## config.mk

```make
export PLATFORM = sky130hd
export DESIGN_NAME = regfile_multiport
export DESIGN_NICKNAME = d
export VERILOG_FILES = /design/src/rtl/regfile_pkg.sv /design/src/rtl/regfile_clear_fsm.sv /design/src/rtl/regfile_multiport.sv
export SDC_FILE = /design/constraint.sdc
export NUM_CORES = 2
export LEC_CHECK = 0
export CAP_MARGIN = 20
export CELL_PAD_IN_SITES_DETAIL_PLACEMENT = 2
export CELL_PAD_IN_SITES_GLOBAL_PLACEMENT = 2
export CORE_MARGIN = 2
export CORE_UTILIZATION = 35
export DETAILED_ROUTE_END_ITERATION = 12
export GPL_TIMING_DRIVEN = 0
export HOLD_SLACK_MARGIN = 0.06
export PLACE_DENSITY_LB_ADDON = 0.1
export SLEW_MARGIN = 20
export SYNTH_ARGS = -nofsm -noshare
export SYNTH_HDL_FRONTEND = slang
export SYNTH_HIERARCHICAL = 1
export SYNTH_SLANG_ARGS = --single-unit
```

## constraint.sdc

```tcl
create_clock -name clock -period 46.8 [get_ports clock]
set_clock_uncertainty 0.05 [all_clocks]
set_input_delay 4.68 -clock clock [delete_from_list [all_inputs] [get_ports clock]]
set_output_delay 4.68 -clock clock [all_outputs]
set_load 0.01 [all_outputs]
```

## src/rtl/regfile_pkg.sv

```systemverilog
// Shared types and sizing helpers for the multiport register file.
package regfile_pkg;

  typedef enum logic [0:0] {
    IDLE  = 1'b0,
    SWEEP = 1'b1
  } state_t;

  function automatic int depth_of(input int addr_w);
    return 1 << addr_w;
  endfunction

endpackage

```

## src/rtl/regfile_clear_fsm.sv

```systemverilog
// Bulk-clear sequencer: walks every register address once, one per cycle, while busy.
module regfile_clear_fsm
  import regfile_pkg::*;
#(
  parameter int ADDR_W = 5
) (
  input  logic              clock,
  input  logic              reset,
  input  logic              clear,
  output logic              busy,
  output logic              idle,
  output logic              sweep_we,
  output logic [ADDR_W-1:0] sweep_addr
);

  state_t            state;
  logic [ADDR_W-1:0] ptr;

  always_ff @(posedge clock or posedge reset) begin
    if (reset) begin
      state <= IDLE;
      ptr   <= '0;
    end else begin
      case (state)
        IDLE: begin
          if (clear) begin
            state <= SWEEP;
            ptr   <= '0;
          end
        end
        SWEEP: begin
          // ptr wraps back to 0 as the last address is cleared
          ptr <= ptr + 1'b1;
          if (&ptr) state <= IDLE;
        end
        default: state <= IDLE;
      endcase
    end
  end

  assign busy       = (state == SWEEP);
  assign idle       = (state == IDLE);
  assign sweep_we   = busy;
  assign sweep_addr = ptr;

endmodule

```

## src/rtl/regfile_multiport.sv

```systemverilog
// General-purpose register file: one write port, NUM_READ registered read ports,
// write-to-read bypass, read stall, optional hardwired r0 and sequenced bulk clear.
module regfile_multiport
  import regfile_pkg::*;
#(
  parameter int DATA_W   = 32,
  parameter int ADDR_W   = 5,
  parameter int NUM_READ = 2,
  parameter int ZERO_REG = 1
) (
  input  logic                       clock,
  input  logic                       reset,
  input  logic                       stall,
  input  logic [NUM_READ*ADDR_W-1:0] ra,
  output logic [NUM_READ*DATA_W-1:0] rd,
  input  logic                       we,
  input  logic [ADDR_W-1:0]          wa,
  input  logic [DATA_W-1:0]          wd,
  input  logic                       clear,
  output logic                       busy
);

  localparam int DEPTH = depth_of(ADDR_W);

  logic [DATA_W-1:0] regs [DEPTH];
  logic              idle;
  logic              sweep_we;
  logic [ADDR_W-1:0] sweep_addr;
  logic              we_eff;

  regfile_clear_fsm #(
    .ADDR_W (ADDR_W)
  ) u_clear_fsm (
    .clock      (clock),
    .reset      (reset),
    .clear      (clear),
    .busy       (busy),
    .idle       (idle),
    .sweep_we   (sweep_we),
    .sweep_addr (sweep_addr)
  );

  assign we_eff = we & idle & ~((ZERO_REG != 0) & (wa == '0));

  // A write accepted in the same cycle CLEAR is sampled lands first and is swept later.
  always_ff @(posedge clock or posedge reset) begin
    if (reset) begin
      for (int i = 0; i < DEPTH; i++) regs[i] <= '0;
    end else if (sweep_we) begin
      regs[sweep_addr] <= '0;
    end else if (we_eff) begin
      regs[wa] <= wd;
    end
  end

  for (genvar g = 0; g < NUM_READ; g++) begin : g_read
    logic [ADDR_W-1:0] addr;
    logic [DATA_W-1:0] data;

    assign addr = ra[g*ADDR_W +: ADDR_W];

    always_ff @(posedge clock or posedge reset) begin
      if (reset) begin
        data <= '0;
      end else if (!stall) begin
        if (busy)                                data <= '0;
        else if ((ZERO_REG != 0) && addr == '0)  data <= '0;
        else if (we_eff && wa == addr)           data <= wd;
        else                                     data <= regs[addr];
      end
    end

    assign rd[g*DATA_W +: DATA_W] = data;
  end

endmodule
```

==> key figures <==
Cells and area
  • Final Cell Area: 0.0640 mm^2
  • Finished Layout Cells: 6427
  • Layout Nets: 4311
  • P&R area growth vs syn: 15.9%
  • Layout cell share with drive strength beyond 1: 19.7%

Timing
  • Slew Limit Fails: 0
  • RSZ-0062 raised after global routing: false
  • Min cycle time layout: 8.59 ns
  • Slew Limit Headroom: 12.5%
  • Hold Violations, Final: 0
  • Slew @ Worst Pin: 1.31 ns
  • Fmax: 116 MHz
  • Fin crit share: 18.4%
  • Final worst setup slack: 38.21 ns
  • Setup violations, final: 0

Detailed routing
  • Via-per-instance ratio: 7.01
  • Via Count: 45000
  • DR iter-0 viols: 5581
  • Drt drc: 0
  • Routed Antenna Nets: 0
  • WL/cell: 45.2 um
  • Drt pass-1 iters: 5
  • DRT Wirelength: 291 mm

Run
  • Max-cap viol count: 0

Clock tree
  • Clk Latency, worst-skew pair: 0.79 ns
  • Clk slew on worst S/H paths: 0.06 ns
  • TritonCTS buffer count: 138
  • Post-CTS Hold Fix Bufs: 0
  • H-tree Lvls: 4
  • Number of setup buffers added after CTS: 0
  • Post-CTS resize count: 0
  • Clk root buf: clkbuf_16
  • Clk sinks: 1094
  • CTS tree: yes
  • Clock Path Buffers: 3

Placed design
  • Cell count after placement: 6174
  • Port-buffer cells: 77
  • GPL Wtd Cong: 0.951
  • Place WS: 37.53 ns
  • HPWL Detailed: 216 mm
  • Area after DPL: 0.0594 mm^2

Yosys
  • Synth top cells by count: dfrtp_1 (1094), a22o_1 (1056), clkbuf_1 (411), mux4_2 (384), mux2i_1 (256)
  • Top-area cell type share of the netlist area: 49.6%
  • Post-Syn Nets: 4061
  • Synth cell types: 53
  • Top FF cell, synth: dfrtp_1
  • Top-count cell post-synth: dfrtp_1
  • Syn Area/Cell: 13.8 um^2
  • Mapped Area: 0.0552 mm^2
  • Top cells by area, synth: dfrtp_1 (50%), a22o_1 (17%), mux4_2 (16%)
  • Async S/R FF share, synth: 100%
  • Cell taking the most area after synthesis: dfrtp_1
  • Register bit total from synthesis: 1094
  • Mapped Cells: 4007
  • Syn. warnings: 6
  • Post-synth EDFFs: 0
  • Register area share after synthesis: 49.6%

Critical path
  • CP required: 47.43 ns
  • Worst path max stage delay: 1.02 ns
  • Crit Path Class: input pin to register
  • Most frequent CP cell: buf_2
  • Crit-path max FO: 10
  • Critical path, cell by cell: clkdlybuf4s50_1, buf_2, buf_2, buf_16, buf_1, mux4_2, a2111oi_0, nor3_1, a221o_1
  • Reg2reg path depth: 8
  • Crit start category: input pin
  • Nature of the critical path endpoint: register
  • Reg2Reg Launch Point: u_clear_fsm/busy
  • R2R setup slack: 42.50 ns
  • Crit path DAT: 9.23 ns
  • Reg2reg end: regs[803]
  • Slowest-stage cell, CP: a2111oi_0

Global routing
  • Global Route Usage Sum: 35.9%
  • First-pass GRT wire length: 402 mm
  • Vias in the first global route: 46900
  • Initial antenna violation count: 7
  • Largest net degree at the start of global routing: 99
  • GRT overflow: 0

Worst hold path
  • Worst Hold Class: register to register
  • Hold Path End: regs[1001]
  • HP Start: regs[1001]
  • Hold Path Depth: 1

Floorplan
  • Rows: 145
  • Initial Util: 35.3%
  • Chip Height: 401 um
  • Die extent in x: 401 um
  • Core area: 0.156 mm^2
  • Die area: 0.161 mm^2
  • Ports: 117

Power
  • Leak: 27.7 nW
  • Worst vdd ir: 38.3 uV
  • Pwr Density: 38.9 mW/mm^2

Run status
  • Status: finished, final reports clean
-- worst max-delay path by stage --
| stage | start | endpoint | slack (ns) | cells after the start |
|---|---|---|---|---|
| global placement | reset | regs[197] | -4.45 | 2 |
| detailed placement | ra[7] | g_read[1].data[19] | 37.53 | 9 |
| CTS | ra[7] | g_read[1].data[19] | 38.34 | 9 |
| floorplan | reset | g_read[0].data[0] | 11.44 | 1 |
| finish | ra[7] | g_read[1].data[10] | 38.21 | 9 |
| global route | ra[7] | g_read[1].data[19] | 38.25 | 9 |
-- cells by family after synthesis --
logic type,after synthesis,share of synthesized area (%)
AND/OR/NAND/NOR,191,1.85
flip-flops,1094,49.6
multiplexers,705,21.6
buffers and inverters,557,4.28
adder cells (fa/ha/maj),2,0.0453
AO/OA/AOI/OAI,1448,22.5
XOR/XNOR,10,0.159
-- per-stage QoR --
step | utilization (%) | setup TNS, ns | power, mW | hold WS (ns)
after floorplan | - | 0 | 1.21 | 0.417
after global routing | 40.9 | 0 | 2.55 | 0.479
after global placement | 37.5 | -4669.87 | 1.39 | 0.438
after detailed placement | 38.0 | 0 | 1.41 | 0.444
final | 40.9 | 0 | 2.49 | 0.464
after CTS | 40.9 | 0 | 2.49 | 0.466
-- sequential cells by signal, summed over array words and instances (netlist names) --
name and flops:
g_read.data 64, u_clear_fsm/busy 1, u_clear_fsm/sweep_addr 5, regs 1024
-- power breakdown --
part | total (mW) | switching, mW | internal (mW)
registers | 1.02 | 0.0448 | 0.979
clock network | 1.09 | 0.453 | 0.633
logic | 0.379 | 0.270 | 0.109
-- layout make-up --
type / instances / area, um^2
multi-input combinational: 2356 / 25500
clock inverter: 35 / 303
sequential: 1094 / 27400
antenna: 8 / 20.0
timing repair buffer: 110 / 1550
buffer: 553 / 2410
inverter: 4 / 22.5
fill: 15500 / 92400
clock buffer: 209 / 4190
tap: 2058 / 2570
-- cell usage in the layout (no fill, tap or decap), types with 18 or more instances in the layout --
| master | count |
|---|---|
| a22o_1 | 1056 |
| o221ai_1 | 64 |
| buf_1 | 41 |
| buf_2 | 71 |
| clkbuf_16 | 146 |
| nor2_1 | 37 |
| a221oi_1 | 35 |
| mux2_2 | 65 |
| clkbuf_8 | 30 |
| mux2i_1 | 256 |
| nor4_1 | 18 |
| a211oi_1 | 74 |
| a21oi_1 | 32 |
| o22ai_1 | 63 |
| clkbuf_1 | 398 |
| dfrtp_1 | 1094 |
| buf_6 | 21 |
| a2111oi_1 | 18 |
| and2_1 | 34 |
| a221o_1 | 64 |
| clkdlybuf4s50_1 | 77 |
| buf_16 | 25 |
| mux4_2 | 384 |
| clkinv_2 | 23 |
| clkbuf_2 | 46 |
| a2111oi_0 | 26 |
| nand2_1 | 40 |
-- per-layer routing --
metal  vias to the layer above  part of all wire, %  global-route usage, %
met5                         -               0.0041                      0
met4                         2                  6.5                   20.1
met3                       601                  9.1                   9.37
met2                      2464                   43                   51.2
met1                     25100                   42                   49.6
li1                      16900                    -                      -
-- worst max-delay path, delay by kind of cell --
kind / cells / cell delay [ns]
AOI/OAI and AO/OA: 2 / 1.33
buffers and inverters: 5 / 2.57
muxes: 1 / 0.43
and+or+nand+nor: 1 / 0.19
(Power assumes the default switching activity.)
